--- src/rtl/turbo_output_packer_if.sv ---
// Handshake bundle between the turbo encoder pair, the output packer and its consumer.
// master is the packer's view; slave is the upstream/downstream environment's view.
interface turbo_output_packer_if;
    logic in_valid;
    logic in_ready;
    logic xk1;
    logic zk1;
    logic xk2;
    logic zk2;
    logic out_valid;
    logic out_ready;
    logic d0;
    logic d1;
    logic d2;
    logic out_last;

    modport master (
        input  in_valid, xk1, zk1, xk2, zk2, out_ready,
        output in_ready, out_valid, d0, d1, d2, out_last
    );

    modport slave (
        output in_valid, xk1, zk1, xk2, zk2, out_ready,
        input  in_ready, out_valid, d0, d1, d2, out_last
    );
endinterface

--- src/rtl/turbo_output_packer.sv ---
// Packs turbo encoder outputs into rate-1/3 triples d0/d1/d2, then emits 4 reordered tail triples.
// Defining TURBO_BLK_CNT_EN adds a 16-bit completed-block counter output blk_cnt.
module turbo_output_packer #(
    parameter int unsigned LEN_W = 13,
    parameter int unsigned K_MIN = 40,
    parameter int unsigned K_MAX = 6144
) (
    input  logic                  clk,
    input  logic                  aclr,
    input  logic                  start,
    input  logic [LEN_W-1:0]      blk_len,
    turbo_output_packer_if.master bus_io,
    output logic                  busy,
    output logic                  err
`ifdef TURBO_BLK_CNT_EN
    ,
    output logic [15:0]           blk_cnt
`endif
);

    typedef enum logic [1:0] {StIdle, StData, StTailCol, StTailEmit} state_e;

    state_e           state_q, state_d;
    logic [LEN_W-1:0] k_q, k_d;
    logic [LEN_W-1:0] cnt_q, cnt_d;
    logic [2:0]       tx_q, tx_d, tz_q, tz_d, txp_q, txp_d, tzp_q, tzp_d;
    logic [2:0]       d_q, d_d;
    logic             out_valid_q, out_valid_d;
    logic             out_last_q, out_last_d;
    logic             err_q, err_d;

    logic len_ok, out_free, out_hs, in_ready, in_fire, data_last, tail_last, emit_ok;

    assign len_ok    = (blk_len >= LEN_W'(K_MIN)) && (blk_len <= LEN_W'(K_MAX));
    assign out_hs    = out_valid_q && bus_io.out_ready;
    assign out_free  = !out_valid_q || bus_io.out_ready;
    assign in_fire   = bus_io.in_valid && in_ready;
    assign data_last = (cnt_q == k_q - LEN_W'(1));
    assign tail_last = (cnt_q == LEN_W'(2));
    assign emit_ok   = out_free && (cnt_q < LEN_W'(4));

    // FSM: state register
    always_ff @(posedge clk) begin
        if (aclr) begin
            state_q <= StIdle;
        end else begin
            state_q <= state_d;
        end
    end

    // FSM: next state
    always_comb begin
        state_d = state_q;
        unique case (state_q)
            StIdle:     if (start && len_ok) state_d = StData;
            StData:     if (in_fire && data_last) state_d = StTailCol;
            StTailCol:  if (in_fire && tail_last) state_d = StTailEmit;
            StTailEmit: if (out_hs && out_last_q) state_d = StIdle;
            default:    state_d = StIdle;
        endcase
    end

    // FSM: outputs; gated by aclr so nothing is accepted while reset is held
    always_comb begin
        in_ready = 1'b0;
        unique case (state_q)
            StIdle:     in_ready = 1'b0;
            StData:     in_ready = out_free;
            StTailCol:  in_ready = 1'b1;
            StTailEmit: in_ready = 1'b0;
            default:    in_ready = 1'b0;
        endcase
        in_ready = in_ready && !aclr;
        busy     = (state_q != StIdle) && !aclr;
    end

    // Datapath: length/counter, tail store, single-stage output register, error pulse
    always_comb begin
        k_d         = k_q;
        cnt_d       = cnt_q;
        tx_d        = tx_q;
        tz_d        = tz_q;
        txp_d       = txp_q;
        tzp_d       = tzp_q;
        d_d         = d_q;
        out_last_d  = out_last_q;
        out_valid_d = out_valid_q && !bus_io.out_ready;
        err_d       = 1'b0;
        unique case (state_q)
            StIdle: begin
                if (start && len_ok) begin
                    k_d   = blk_len;
                    cnt_d = '0;
                end
                // in_valid alongside start is not a violation: start wins
                err_d = (start && !len_ok) || (bus_io.in_valid && !start);
            end
            StData: begin
                err_d = start;
                if (in_fire) begin
                    out_valid_d = 1'b1;
                    out_last_d  = 1'b0;
                    d_d         = {bus_io.xk1, bus_io.zk1, bus_io.zk2};
                    cnt_d       = data_last ? '0 : cnt_q + LEN_W'(1);
                end
            end
            StTailCol: begin
                err_d = start;
                if (in_fire) begin
                    // Shift in from the top so that bit t ends up holding transfer t
                    tx_d  = {bus_io.xk1, tx_q[2:1]};
                    tz_d  = {bus_io.zk1, tz_q[2:1]};
                    txp_d = {bus_io.xk2, txp_q[2:1]};
                    tzp_d = {bus_io.zk2, tzp_q[2:1]};
                    cnt_d = tail_last ? '0 : cnt_q + LEN_W'(1);
                end
            end
            StTailEmit: begin
                err_d = start;
                if (emit_ok) begin
                    out_valid_d = 1'b1;
                    out_last_d  = (cnt_q[1:0] == 2'd3);
                    cnt_d       = cnt_q + LEN_W'(1);
                    unique case (cnt_q[1:0])
                        2'd0:    d_d = {tx_q[0], tz_q[0], tx_q[1]};
                        2'd1:    d_d = {tz_q[1], tx_q[2], tz_q[2]};
                        2'd2:    d_d = {txp_q[0], tzp_q[0], txp_q[1]};
                        default: d_d = {tzp_q[1], txp_q[2], tzp_q[2]};
                    endcase
                end
            end
            default: ;
        endcase
    end

    always_ff @(posedge clk) begin
        if (aclr) begin
            k_q         <= '0;
            cnt_q       <= '0;
            tx_q        <= '0;
            tz_q        <= '0;
            txp_q       <= '0;
            tzp_q       <= '0;
            d_q         <= '0;
            out_valid_q <= 1'b0;
            out_last_q  <= 1'b0;
            err_q       <= 1'b0;
        end else begin
            k_q         <= k_d;
            cnt_q       <= cnt_d;
            tx_q        <= tx_d;
            tz_q        <= tz_d;
            txp_q       <= txp_d;
            tzp_q       <= tzp_d;
            d_q         <= d_d;
            out_valid_q <= out_valid_d;
            out_last_q  <= out_last_d;
            err_q       <= err_d;
        end
    end

    assign bus_io.in_ready  = in_ready;
    assign bus_io.out_valid = out_valid_q;
    assign bus_io.d0        = d_q[2];
    assign bus_io.d1        = d_q[1];
    assign bus_io.d2        = d_q[0];
    assign bus_io.out_last  = out_last_q;
    assign err              = err_q;

`ifdef TURBO_BLK_CNT_EN
    logic [15:0] blk_cnt_q, blk_cnt_d;

    always_comb begin
        blk_cnt_d = blk_cnt_q;
        if (out_hs && out_last_q) blk_cnt_d = blk_cnt_q + 16'd1;
    end

    always_ff @(posedge clk) begin
        if (aclr) begin
            blk_cnt_q <= '0;
        end else begin
            blk_cnt_q <= blk_cnt_d;
        end
    end

    assign blk_cnt = blk_cnt_q;
`endif

endmodule

--- src/flat_wrapper.sv ---
// flat-port wrapper written by rule: the top's interface ports become plain ports
module turbo_output_packer_flat 
#(
    parameter int unsigned LEN_W = 13,
    parameter int unsigned K_MIN = 40,
    parameter int unsigned K_MAX = 6144
)
  (clk, aclr, start, blk_len, busy, err, bus_io_in_valid, bus_io_xk1, bus_io_zk1, bus_io_xk2, bus_io_zk2, bus_io_out_ready, bus_io_in_ready, bus_io_out_valid, bus_io_d0, bus_io_d1, bus_io_d2, bus_io_out_last);
  turbo_output_packer_if bus_io_i ();
  input  logic clk;
  input  logic aclr;
  input  logic start;
  input  logic [LEN_W-1:0] blk_len;
  output logic busy;
  output logic err;
  input wire logic [$bits(bus_io_i.in_valid)-1:0] bus_io_in_valid;
  input wire logic [$bits(bus_io_i.xk1)-1:0] bus_io_xk1;
  input wire logic [$bits(bus_io_i.zk1)-1:0] bus_io_zk1;
  input wire logic [$bits(bus_io_i.xk2)-1:0] bus_io_xk2;
  input wire logic [$bits(bus_io_i.zk2)-1:0] bus_io_zk2;
  input wire logic [$bits(bus_io_i.out_ready)-1:0] bus_io_out_ready;
  output wire logic [$bits(bus_io_i.in_ready)-1:0] bus_io_in_ready;
  output wire logic [$bits(bus_io_i.out_valid)-1:0] bus_io_out_valid;
  output wire logic [$bits(bus_io_i.d0)-1:0] bus_io_d0;
  output wire logic [$bits(bus_io_i.d1)-1:0] bus_io_d1;
  output wire logic [$bits(bus_io_i.d2)-1:0] bus_io_d2;
  output wire logic [$bits(bus_io_i.out_last)-1:0] bus_io_out_last;
  assign bus_io_i.in_valid = bus_io_in_valid;
  assign bus_io_i.xk1 = bus_io_xk1;
  assign bus_io_i.zk1 = bus_io_zk1;
  assign bus_io_i.xk2 = bus_io_xk2;
  assign bus_io_i.zk2 = bus_io_zk2;
  assign bus_io_i.out_ready = bus_io_out_ready;
  assign bus_io_in_ready = bus_io_i.in_ready;
  assign bus_io_out_valid = bus_io_i.out_valid;
  assign bus_io_d0 = bus_io_i.d0;
  assign bus_io_d1 = bus_io_i.d1;
  assign bus_io_d2 = bus_io_i.d2;
  assign bus_io_out_last = bus_io_i.out_last;
  turbo_output_packer #(.LEN_W(LEN_W), .K_MIN(K_MIN), .K_MAX(K_MAX)) u_core (.clk(clk), .aclr(aclr), .start(start), .blk_len(blk_len), .bus_io(bus_io_i), .busy(busy), .err(err));
endmodule
--- config.mk ---
export PLATFORM = sky130hd
export DESIGN_NAME = turbo_output_packer_flat
export DESIGN_NICKNAME = d
export VERILOG_FILES = /design/src/rtl/turbo_output_packer_if.sv /design/src/rtl/turbo_output_packer.sv /design/src/flat_wrapper.sv
export SDC_FILE = /design/constraint.sdc
export NUM_CORES = 1
export LEC_CHECK = 0
export ABC_AREA = 1
export CAP_MARGIN = 20
export CORE_UTILIZATION = 59
export CTS_BUF_LIST = sky130_fd_sc_hd__clkbuf_4 sky130_fd_sc_hd__clkbuf_8
export DETAILED_ROUTE_END_ITERATION = 6
export HOLD_SLACK_MARGIN = 0.02
export PLACE_DENSITY_LB_ADDON = 0.08
export SLEW_MARGIN = 15
export SYNTH_ARGS = -nofsm -noshare
export SYNTH_HDL_FRONTEND = slang
export SYNTH_SLANG_ARGS = --single-unit
--- constraint.sdc ---
create_clock -name clk -period 2.37 [get_ports clk]
set_input_delay 0.3555 -clock clk [delete_from_list [all_inputs] [get_ports clk]]
set_output_delay 0.3555 -clock clk [all_outputs]
set_load 0.03 [all_outputs]
==> results.sh <==
export IMPL_status="complete, no violations"
export IMPL_dp_hpwl_um=5250
export IMPL_antenna_found_initial=0
export IMPL_power_density_mw_per_mm2=853
export IMPL_syn_area_mm2=0.00293
export IMPL_num_io_pins=30
export IMPL_setup_viol=0
export IMPL_clkTransAtPathRegs_ns=0.09
export IMPL_hold_class="reg2reg"
export IMPL_area_growth_pct=15.1
export IMPL_grt_busiest_layer="met2"
export IMPL_synth_main_ff_cell="dfxtp_1"
export IMPL_die_w_um=72.4
export IMPL_start_kind="flip-flop"
export IMPL_gr_usage_met2=0.495
export IMPL_gp_congestion=0.875
export IMPL_grt_pass1_vias=2632
export IMPL_dieArea_mm2=0.00525
export IMPL_fmax_ghz=0.446
export IMPL_place_worst_setup_slack_ns=0.212
export IMPL_grt_ovfl_total=0
export IMPL_drtIter0Drc=225
export IMPL_ys_warnings_count=0
export IMPL_insertion_delay_ns=0.30
export IMPL_setup_tns_ns=0
export IMPL_cts_setup_buffers=0
export IMPL_route_detailed_drc=0
export IMPL_drt_wirelength_per_cell_um=12.7
export IMPL_synth_async_reset_ratio=0
export IMPL_clock_sinks=46
export IMPL_cts_hold_buffers=0
export IMPL_via_count=2864
export IMPL_worst_pin_slew_ns=0.462
export IMPL_layout_setup_ws_ns=0.126
export IMPL_peakVddDrop_v=0.000560
export IMPL_wirelength_um=6900
export IMPL_die_h_um=72.4
export IMPL_final_period_utilization=0.947
export IMPL_gr_usage_met1=0.367
export IMPL_leakage_uw=0.00140
export IMPL_drv_slew=0
export IMPL_cts_resized_gates=0
export IMPL_ys_ff_latch=46
export IMPL_grt_max_degree=27
export IMPL_cp_max_fo=4
export IMPL_cts_inserted_buffers=5
export IMPL_initial_core_util=0.616
export IMPL_rows=25
export IMPL_clockBufferDepth=2
export IMPL_drive_gt1_frac=0.105
export IMPL_final_common_cell="nand2_1"
export IMPL_grt_use_total=0.290
export IMPL_nNetsFinal=507
export IMPL_end_kind="primary output"
export IMPL_diodes=0
export IMPL_slew_headroom=0.691
export IMPL_io_buffers=29
export IMPL_rsz0062_at_grt="no"
export IMPL_cts_tree="built"
export IMPL_met3_usage=0.0403
export IMPL_post_drt_via_cell_ratio=5.28
export IMPL_cp_data_required_time_ns=2.01
export IMPL_finalHoldViolCount=0
export IMPL_syn_nets=480
export IMPL_period_minus_slack_ns=2.24
export IMPL_clockRootBuffer="clkbuf_8"
export IMPL_synth_edf_count=0
export IMPL_fin_skew_ns=0.00516
export IMPL_syn_inst=447
export IMPL_mostFrequentLayoutCells="nand2_1, a21oi_1, dfxtp_1"
export IMPL_dr_pass1_iters=4
export IMPL_ys_seq_area_frac=0.315
export IMPL_total_power_uw=2880
export IMPL_synth_cell_type_count=37
export IMPL_ant_nets=0
export IMPL_core_area_mm2=0.00475
export IMPL_grt_pass1_wl_um=11900
export IMPL_synth_area_per_cell_um2=6.55
export IMPL_cap_viol_max_count=0
export IMPL_worst_ep_arrival_time_ns=1.89
export IMPL_critical_path_class="reg2out"
export IMPL_htree_levels=2
[cell type report]
cell class | count | area (um^2)
Tap cell | 67 | 83.8
Clock inverter | 3 | 43.8
Inverter | 53 | 200
Clock buffer | 5 | 68.8
Fill cell | 435 | 1380
Sequential cell | 46 | 921
Timing Repair Buffer | 37 | 348
Multi-Input combinational cell | 331 | 1710
[per-stage QoR]
step,hold WS [ns],cells,cell area (um^2),util
after floorplan,0.430,447,2930,-
after CTS,0.468,542,3370,0.709
after global routing,0.489,542,3370,0.709
after global placement,0.448,534,3260,0.685
final,0.460,542,3370,0.709
after detailed placement,0.453,534,3260,0.685
[metal layers]
layer	up-vias	share of wire
met5	-	0
met4	0	0.014
met3	9	0.048
met2	70	0.49
met1	1286	0.45
li1	1499	-
[flip-flops by register name, indices dropped and copies added (netlist names), 2 cells and up]
name / cells
u_core.cnt_q: 13
u_core.k_q: 13
u_core.d_q: 3
u_core.tx_q: 3
u_core.txp_q: 3
u_core.tz_q: 3
u_core.tzp_q: 3
u_core.state_q: 2
[worst paths after layout]
check / slack [ns] / to / depth (start not counted) / from
setup / recovery: 0.13 / bus_io_in_ready / 5 / u_core.state_q[1]
hold / removal: 0.46 / u_core.tx_q[0] / 2 / u_core.tx_q[0]
setup reg to reg: 0.39 / u_core.cnt_q[3] / 15 / u_core.k_q[0]
hold reg to reg: 0.46 / u_core.tx_q[0] / 2 / u_core.tx_q[0]
[synthesized netlist by cell type (4+ instances only)]
| cell type | count | share of area |
|---|---|---|
| nand2_1 | 107 | 0.14 |
| a21oi_1 | 51 | 0.087 |
| dfxtp_1 | 46 | 0.31 |
| inv_1 | 43 | 0.055 |
| nor2_1 | 40 | 0.051 |
| nand3_1 | 32 | 0.055 |
| o21ai_0 | 29 | 0.050 |
| ha_1 | 11 | 0.047 |
| inv_2 | 9 | 0.012 |
| clkbuf_1 | 8 | 0.010 |
| xor2_1 | 8 | 0.024 |
| nand2_2 | 7 | 0.015 |
| nor3_1 | 6 | 0.010 |
| nor2_2 | 5 | 0.011 |
| buf_6 | 4 | 0.015 |
[critical path: stages (launching register included)]
cell,delay [ns]
dfxtp_1,0.34
inv_1,0.12
ha_1,0.22
o21ai_2,0.07
a21oi_2,0.14
clkdlybuf4s50_1,0.69
[report_power, final]
part / switching, uW / total, uW / internal, uW
registers: 82.0 / 949 / 867
clock network: 283 / 600 / 316
logic: 859 / 1330 / 469
total: 1220 / 2880 / 1650
[cell families (layout without fill, tap and decap cells)]
| family | after synthesis | count (layout) | share of synthesized area |
|---|---|---|---|
| AOI/OAI and AO/OA | 97 | 97 | 0.180 |
| xor gates and xnor gates | 11 | 11 | 0.0329 |
| adders and majority gates | 11 | 11 | 0.0470 |
| buffers and inverters | 70 | 98 | 0.103 |
| DFF | 46 | 46 | 0.315 |
| and+or+nand+nor | 212 | 212 | 0.322 |
(Power assumes the default switching activity.)
